--- src/rtl/fetch_sequencer.sv ---
// Instruction-fetch sequencer: owns the PC, runs an active-low memory read
// handshake and hands each fetched word to the instruction register with a one-cycle IRLd strobe.
module fetch_sequencer #(
  parameter int                   DataWidth   = 8,
  parameter int                   AddrWidth   = 8,
  parameter logic [AddrWidth-1:0] ResetVector = '0
) (
  input  logic                 Clk,
  input  logic                 Reset,
  input  logic                 Stall,
  input  logic                 MemAck,
  input  logic [DataWidth-1:0] MemData,
  input  logic                 Done,
  input  logic                 Branch,
  input  logic [AddrWidth-1:0] BranchAddr,
  output logic                 MemRd,
  output logic [AddrWidth-1:0] MemAddr,
  output logic [DataWidth-1:0] IRData,
  output logic                 IRLd,
  output logic [AddrWidth-1:0] PC,
  output logic [1:0]           StateDbg
);

  // Handshake: MemRd low is a request held until MemAck is sampled low on a
  // falling edge; that edge captures MemData. All strobes are active-low.
  typedef enum logic [1:0] {
    IDLE = 2'd0,
    REQ  = 2'd1,
    LOAD = 2'd2,
    EXEC = 2'd3
  } state_t;

  state_t                 state_q, state_d;
  logic [AddrWidth-1:0]   pc_q, pc_d;
  logic [AddrWidth-1:0]   mem_addr_q, mem_addr_d;
  logic                   mem_rd_q, mem_rd_d;
  logic [DataWidth-1:0]   ir_data_q, ir_data_d;
  logic                   ir_ld_q, ir_ld_d;

  always_comb begin
    state_d    = state_q;
    pc_d       = pc_q;
    mem_addr_d = mem_addr_q;
    mem_rd_d   = mem_rd_q;
    ir_data_d  = ir_data_q;
    ir_ld_d    = ir_ld_q;

    if (!Reset) begin
      state_d    = IDLE;
      pc_d       = ResetVector;
      mem_addr_d = ResetVector;
      mem_rd_d   = 1'b1;
      ir_data_d  = '0;
      ir_ld_d    = 1'b1;
    end else if (Stall) begin
      case (state_q)
        IDLE: begin
          state_d    = REQ;
          mem_rd_d   = 1'b0;
          mem_addr_d = pc_q;
        end
        REQ: begin
          if (!MemAck) begin
            state_d   = LOAD;
            ir_data_d = MemData;
            mem_rd_d  = 1'b1;
            pc_d      = pc_q + AddrWidth'(1);
            ir_ld_d   = 1'b0;
          end
        end
        LOAD: begin
          state_d = EXEC;
          ir_ld_d = 1'b1;
        end
        EXEC: begin
          // Branch only means something when it qualifies Done.
          if (!Done) begin
            state_d  = REQ;
            mem_rd_d = 1'b0;
            if (!Branch) begin
              pc_d       = BranchAddr;
              mem_addr_d = BranchAddr;
            end else begin
              mem_addr_d = pc_q;
            end
          end
        end
        default: state_d = IDLE;
      endcase
    end
  end

  always_ff @(negedge Clk) begin
    state_q    <= state_d;
    pc_q       <= pc_d;
    mem_addr_q <= mem_addr_d;
    mem_rd_q   <= mem_rd_d;
    ir_data_q  <= ir_data_d;
    ir_ld_q    <= ir_ld_d;
  end

  assign MemRd    = mem_rd_q;
  assign MemAddr  = mem_addr_q;
  assign IRData   = ir_data_q;
  assign IRLd     = ir_ld_q;
  assign PC       = pc_q;
  assign StateDbg = state_q;

endmodule

--- config.mk ---
export PLATFORM = sky130hd
export DESIGN_NAME = fetch_sequencer
export DESIGN_NICKNAME = d
export VERILOG_FILES = /design/src/rtl/fetch_sequencer.sv
export SDC_FILE = /design/constraint.sdc
export NUM_CORES = 1
export LEC_CHECK = 0
export ABC_AREA = 1
export CAP_MARGIN = 10
export CORE_MARGIN = 2
export CORE_UTILIZATION = 47
export CTS_BUF_LIST = sky130_fd_sc_hd__clkbuf_4 sky130_fd_sc_hd__clkbuf_8
export CTS_CLUSTER_DIAMETER = 100
export DETAILED_ROUTE_END_ITERATION = 12
export GPL_ROUTABILITY_DRIVEN = 0
export GPL_TIMING_DRIVEN = 0
export HOLD_SLACK_MARGIN = 0.08
export PLACE_DENSITY_LB_ADDON = 0.3
export RECOVER_POWER = 25
export SLEW_MARGIN = 40
export SYNTH_ARGS = -nofsm -noshare
export SYNTH_HDL_FRONTEND = slang
export SYNTH_SLANG_ARGS = --single-unit
--- constraint.sdc ---
create_clock -name Clk -period 1.8 [get_ports Clk]
set_input_delay 0.18 -clock Clk [delete_from_list [all_inputs] [get_ports Clk]]
set_output_delay 0.18 -clock Clk [all_outputs]
set_load 0.02 [all_outputs]
==> results.txt, run 1 <==
initial antenna violation count -> 0
number of synthesized flops with an enable pin -> 0
synth top area cells -> dfxtp_1 (38%), nor2_1 (16%), o21ai_0 (12%)
clk_skew -> 0.0282 ns
count leader, synth -> nor2_1
status -> finished with violations
CTS Sinks -> 28
Post-Synth Simple-Gate Area -> 33.5%
final non-filler cell total -> 365
Buf/Inv on CP -> 1
Synth Cell Area -> 0.00147 sq mm
syn avg cell area -> 6.46 sq um
port buffer count -> 47
Detailed Routing Iterations Pass 1 -> 4
Worst VDD drop -> 0.568 mV
crit-path max cell delay -> 0.35 ns
Critical Path Sink Type -> output pin
RSZ-0062 raised after global routing -> yes
Final setup viols -> 35
fin util -> 78.1%
Lkg Pwr -> 1.19 nW
Cell Rows -> 20
CTS tree -> done
critical setup path kind -> flip-flop to output pin
Root Buffer -> clkbuf_4
Syn Inst Count -> 228
Final Hold Viols -> 0
total wire length -> 4360 um
type of the worst min-delay path -> flip-flop to flip-flop
initial core utilization -> 48.6%
Worst EP required -> 1.62 ns
Iter 0 DRT Violations -> 70
max_slew headroom -> 74.4%
actual slew at the worst max-slew pin -> 0.383 ns
CP Launch Type -> flip-flop
adder-cell share of the synthesized area -> 5.10%
die height -> 60.0 um
buffer depth of the longest clock path -> 2
Most used DFF post-synth -> dfxtp_1
Boundary Pins -> 50
DR WL/cell -> 11.9 um
Hold-fix buffers, CTS -> 0
DRC -> 0
Core Area -> 0.00303 sq mm
via count -> 1805
total gr overflow -> 0
cell total after placement -> 319
die width -> 60.0 um
global-route wire length before repair -> 6910 um
Routed Antenna Nets -> 0
YS warnings -> 0
Die ar. -> 0.00360 sq mm
Layout Nets -> 350
CP max FO -> 2
post-synth cell types -> 20
Slew Limit Fails -> 0
Synth Area in XOR/XNOR -> 0%
mux contribution to synthesized area -> 0%
pwr dens -> 742 mW/mm^2
CTS clock-pin slew for the worst setup and hold paths -> 0.07 ns
WP data arrival -> 1.79 ns
Clock Latency Late Sink -> 0.42 ns
largest net degree at the start of global routing -> 16
Slowest cell on crit path -> dfxtp_2
Yosys top cell by area -> dfxtp_1
ys async rst share -> 0%
Seq/Total Area, Yosys -> 38.1%
vias in the first global route -> 1733
DR vias/cell -> 4.95
#FFs+latches synth -> 28
Inserted Diodes -> 0
gr usage total -> 24.9%
hpwl dp -> 2620 um
Area Growth Syn to Fin -> 60.7%
number of buffers created by CTS -> 3
failing checks -> setup timing
combinational family with the most area after synthesis -> simple AND/OR/NAND/NOR gates
Worst path top cell family by delay -> flip-flops
Compound-Gate Fraction of Synth Area -> 16.3%
min setup slack post-route -> -0.165 ns
share of cells above drive strength 1 -> 28.0%
Max-Cap Viols -> 0
Mapped Nets -> 256
crit-path cells -> buf_6
Tot Pwr -> 1.76 mW
H-tree depth -> 1
R2R setup slack -> 0.10 ns
most common library cells after synthesis -> nor2_1 (64), nand2_1 (43), o21ai_0 (34)
share of the synthesized area in the top cell type -> 38.1%
[repair_timing]
| action | CTS | global route |
|---|---|---|
| pin swaps | 4 | 3 |
| cloned | 1 | 0 |
| buffers inserted | 10 | 5 |
| resized for setup | 210 | 4 |
| endpoints found under the setup margin | 53 | 33 |
[where the power goes]
group          switching (mW)  leakage, nW  internal, mW
Sequential             0.0349        0.241         0.682
Clock                   0.360        0.163         0.162
Combinational           0.276        0.788         0.241
[metal layers]
layer	track usage, %	vias up	share of wire [%]
li1	-	915	-
met1	29.6	791	43
met2	40.4	93	47
met3	7.36	6	9.0
met4	12.7	0	1.0
met5	0	-	0
[path summary, 6_finish.rpt]
path               startpoint    endpoint  cells past startpoint
setup / recovery        PC[4]       PC[4]                      1
hold / removal          MemRd       MemRd                      2
setup reg to reg  StateDbg[1]  MemAddr[2]                      9
hold reg to reg         MemRd       MemRd                      2
[layout by cell type (no fill, tap or decap), types with 2 or more instances in the layout]
master / count
ha_1: 6
nand4_1: 2
buf_4: 12
a21oi_1: 11
nor2_2: 2
buf_12: 2
dfxtp_2: 23
clkdlybuf4s50_1: 16
clkbuf_2: 2
inv_2: 2
nand3_1: 7
buf_2: 2
o21ai_1: 3
dlygate4sd2_1: 2
inv_1: 43
nor2_1: 63
o21ai_0: 30
buf_6: 29
clkbuf_4: 3
nand2_1: 42
dfxtp_4: 5
nor2_4: 3
[final cells by class]
| cell class | count | area [sq um] |
|---|---|---|
| timing repair buffer | 61 | 633 |
| buffer | 7 | 38.8 |
| fill | 223 | 662 |
| sequential | 28 | 608 |
| clock buffer | 3 | 22.5 |
| inverter | 18 | 70.1 |
| multi-input combinational | 175 | 828 |
| clock inverter | 29 | 110 |
| tap | 44 | 55.1 |
[per-stage QoR]
stage	TNS, ns	instance area (sq um)	hold WS [ns]	worst slack, ns
2_1_floorplan	-0.00316	1480	0.554	-0.00316
3_3_place_gp	-21.74	2010	0.466	-0.687
3_5_place_dp	-22.28	2010	0.475	-0.702
4_1_cts	-3.81	2330	0.486	-0.199
5_1_grt	-4.96	2370	0.511	-0.201
6_report	-3.57	2370	0.467	-0.165
[sequential cells by signal, indices dropped and copies added, names as in the netlist]
| signal | flops |
|---|---|
| MemAddr | 8 |
| IRLd | 1 |
| MemRd | 1 |
| StateDbg | 2 |
| IRData | 8 |
| PC | 8 |
[logic make-up (layout without fill, tap and decap cells)]
| kind of cell | Yosys count | in the layout |
|---|---|---|
| AO/OA/AOI/OAI | 47 | 47 |
| adder cells (fa/ha/maj) | 6 | 6 |
| buffers and inverters | 26 | 118 |
| flip-flops | 28 | 28 |
| AND/OR/NAND/NOR | 121 | 122 |
Power figures use the tool's default switching activity.
==> run 2, diff against run 1 <==
- SLEW_MARGIN: 40 -> unset
==> results of run 2 <==
Final layout, timing and power as in run 1 (identical DEF).
==> run 3, diff against run 2 <==
- SLEW_MARGIN: unset -> 20
==> results of run 3 <==
Final layout, timing and power as in run 1 (identical DEF).
==> RTL change: new RTL, settings of run 2 <==
Change the parameter `DataWidth` from 8 to 12.
--- a/src/rtl/fetch_sequencer.sv
+++ b/src/rtl/fetch_sequencer.sv
@@ -2,5 +2,5 @@
 // handshake and hands each fetched word to the instruction register with a one-cycle IRLd strobe.
 module fetch_sequencer #(
-  parameter int                   DataWidth   = 8,
+  parameter int                   DataWidth   = 12,
   parameter int                   AddrWidth   = 8,
   parameter logic [AddrWidth-1:0] ResetVector = '0
Ports: changed (resized IRData and MemData); port bits go from 50 to 58. No check against the original RTL was run, so the function may have changed too.
==> RTL change against run 2 <==
The run still ends with negative setup slack left; worst setup slack better by 0.0058 ns; design area is 14% higher; sequential cell count is 4 higher; routed wire length is 24% higher; clock power is 65% higher; power is 30% higher; area after synthesis is 9.5% higher; hold slack worse by 0.0031 ns; highest routed layer unchanged.
==> RTL change: results (changes against run 2) <==
Run status
  • Status: finished, violations left
  • Violated checks: negative setup slack

Synth
  • Post-synth top area share: 0.397 (+0.0166)
  • Compound-Gate Fraction of Synth Area: 0.163 (-0.000210)
  • Commonest cells post-synth: nor2_1, nand2_1, o21ai_0
  • Adder-cell area share of the yosys netlist: 0.0465 (-0.00443)
  • Mapped Cells: 244 (+7.0%)
  • Post-synthesis sequential area ratio: 0.397 (+0.0166)
  • Number of library cell types mapped by synthesis: 22 (+10%)
  • Synth top area cells: dfxtp_1, nor2_1, o21ai_0
  • Total nets after synthesis: 276 (+7.8%)

Drt
  • Final WL: 5420 µm (+24%)
  • Metal2 WL: 2650 µm (+29%)
  • Wl on met1: 2240 µm (+20%)
  • Detailed Route Iter0 Violations: 138 (+97%)
  • WL met3: 404 µm (+2.5%)
  • Via/cell ratio: 5.10 (+3.1%)

Placement
  • DP HPWL: 3040 µm (+16%)
  • Port bufs: 56 (+19%)
  • Dpl cells: 346 (+8.5%)
  • Area after DPL: 2230 µm² (+11%)

Global route
  • Met3 usage: 0.0901 (+0.0165)
  • GRT met2 Usage: 0.442 (+0.0385)
  • Largest net degree at the start of global routing: 11 (-5)
  • Vias in the first global route: 2026 (+17%)
  • GRT Util Overall: 0.268 (+0.0189)
  • First-pass GRT wire length: 8510 µm (+23%)
  • GR Util met1: 0.302 (+0.00609)

Cells and area
  • Share of cells above drive strength 1: 0.301 (+0.0205)
  • Final #Nets: 391 (+12%)

CTS
  • # resized after CTS: 244 (+16%)
  • Post-CTS setup buffer count: 14 (+4)
  • H-tree Lvls: 2 (+1)
  • TritonCTS Buffers: 5 (+2)

Timing
  • Worst clock skew: 0.0358 ns (+0.00761 ns)
  • Relative slew margins: 0.709 (-0.0351)
  • Post-route setup slack: -0.160 ns (+0.00581 ns)
  • Fin Setup TNS: -3.93 ns (-0.362 ns)
  • Setup violators final: 32 (-8.6%)

Setup path
  • Worst reg2reg setup slack: 0.14 ns (+0.04 ns)
  • Worst Setup SP: PC[5]
  • Worst r2r dst: IRData[7]
  • Worst setup path endpoint: PC[5]
  • Crit-path slowest cell: dfxtp_4

Power
  • Leakage power: 1.37 nW (+15%)
  • Power Total: 2.29 mW (+30%)
  • VDD IR-drop max: 0.699 mV (+23%)
  • Gate power share: 0.263 (-0.031)
  • Clk power: 0.863 mW (+65%)

Floorplan
  • Initial Util: 0.487 (+0.000787)

Hold path
  • WHS Endpoint: IRLd
  • Hold Path Origin: IRLd
[RTL change: cell count changes in the layout (fill, tap and decap cells not counted), sizes merged, moves of 2 or more]
cell / before / now
buf: 46 / 57
nor2: 68 / 76
o21ai: 34 / 39
clkbuf: 6 / 10
clkdlybuf4s50: 16 / 20
dfxtp: 28 / 32
inv: 46 / 48
nand2: 43 / 41
[RTL change: cell type report]
| class | instances | area [µm²] |
|---|---|---|
| tap | 46 | 57.6 |
| multi-input combinational | 188 | 886 |
| buffer | 9 | 65.1 |
| inverter | 15 | 56.3 |
| timing repair buffer | 76 | 739 |
| fill | 236 | 624 |
| sequential | 32 | 691 |
| clock inverter | 34 | 154 |
| clock buffer | 5 | 37.5 |
[RTL change: metrics by stage]
step	util	hold WS, ns	setup WS, ns
detailed placement	0.675	0.443	-0.696
global route	0.811	0.489	-0.170
global placement	0.675	0.450	-0.642
CTS	0.800	0.466	-0.153
floorplan	-	0.542	-0.00817
finish	0.811	0.464	-0.160
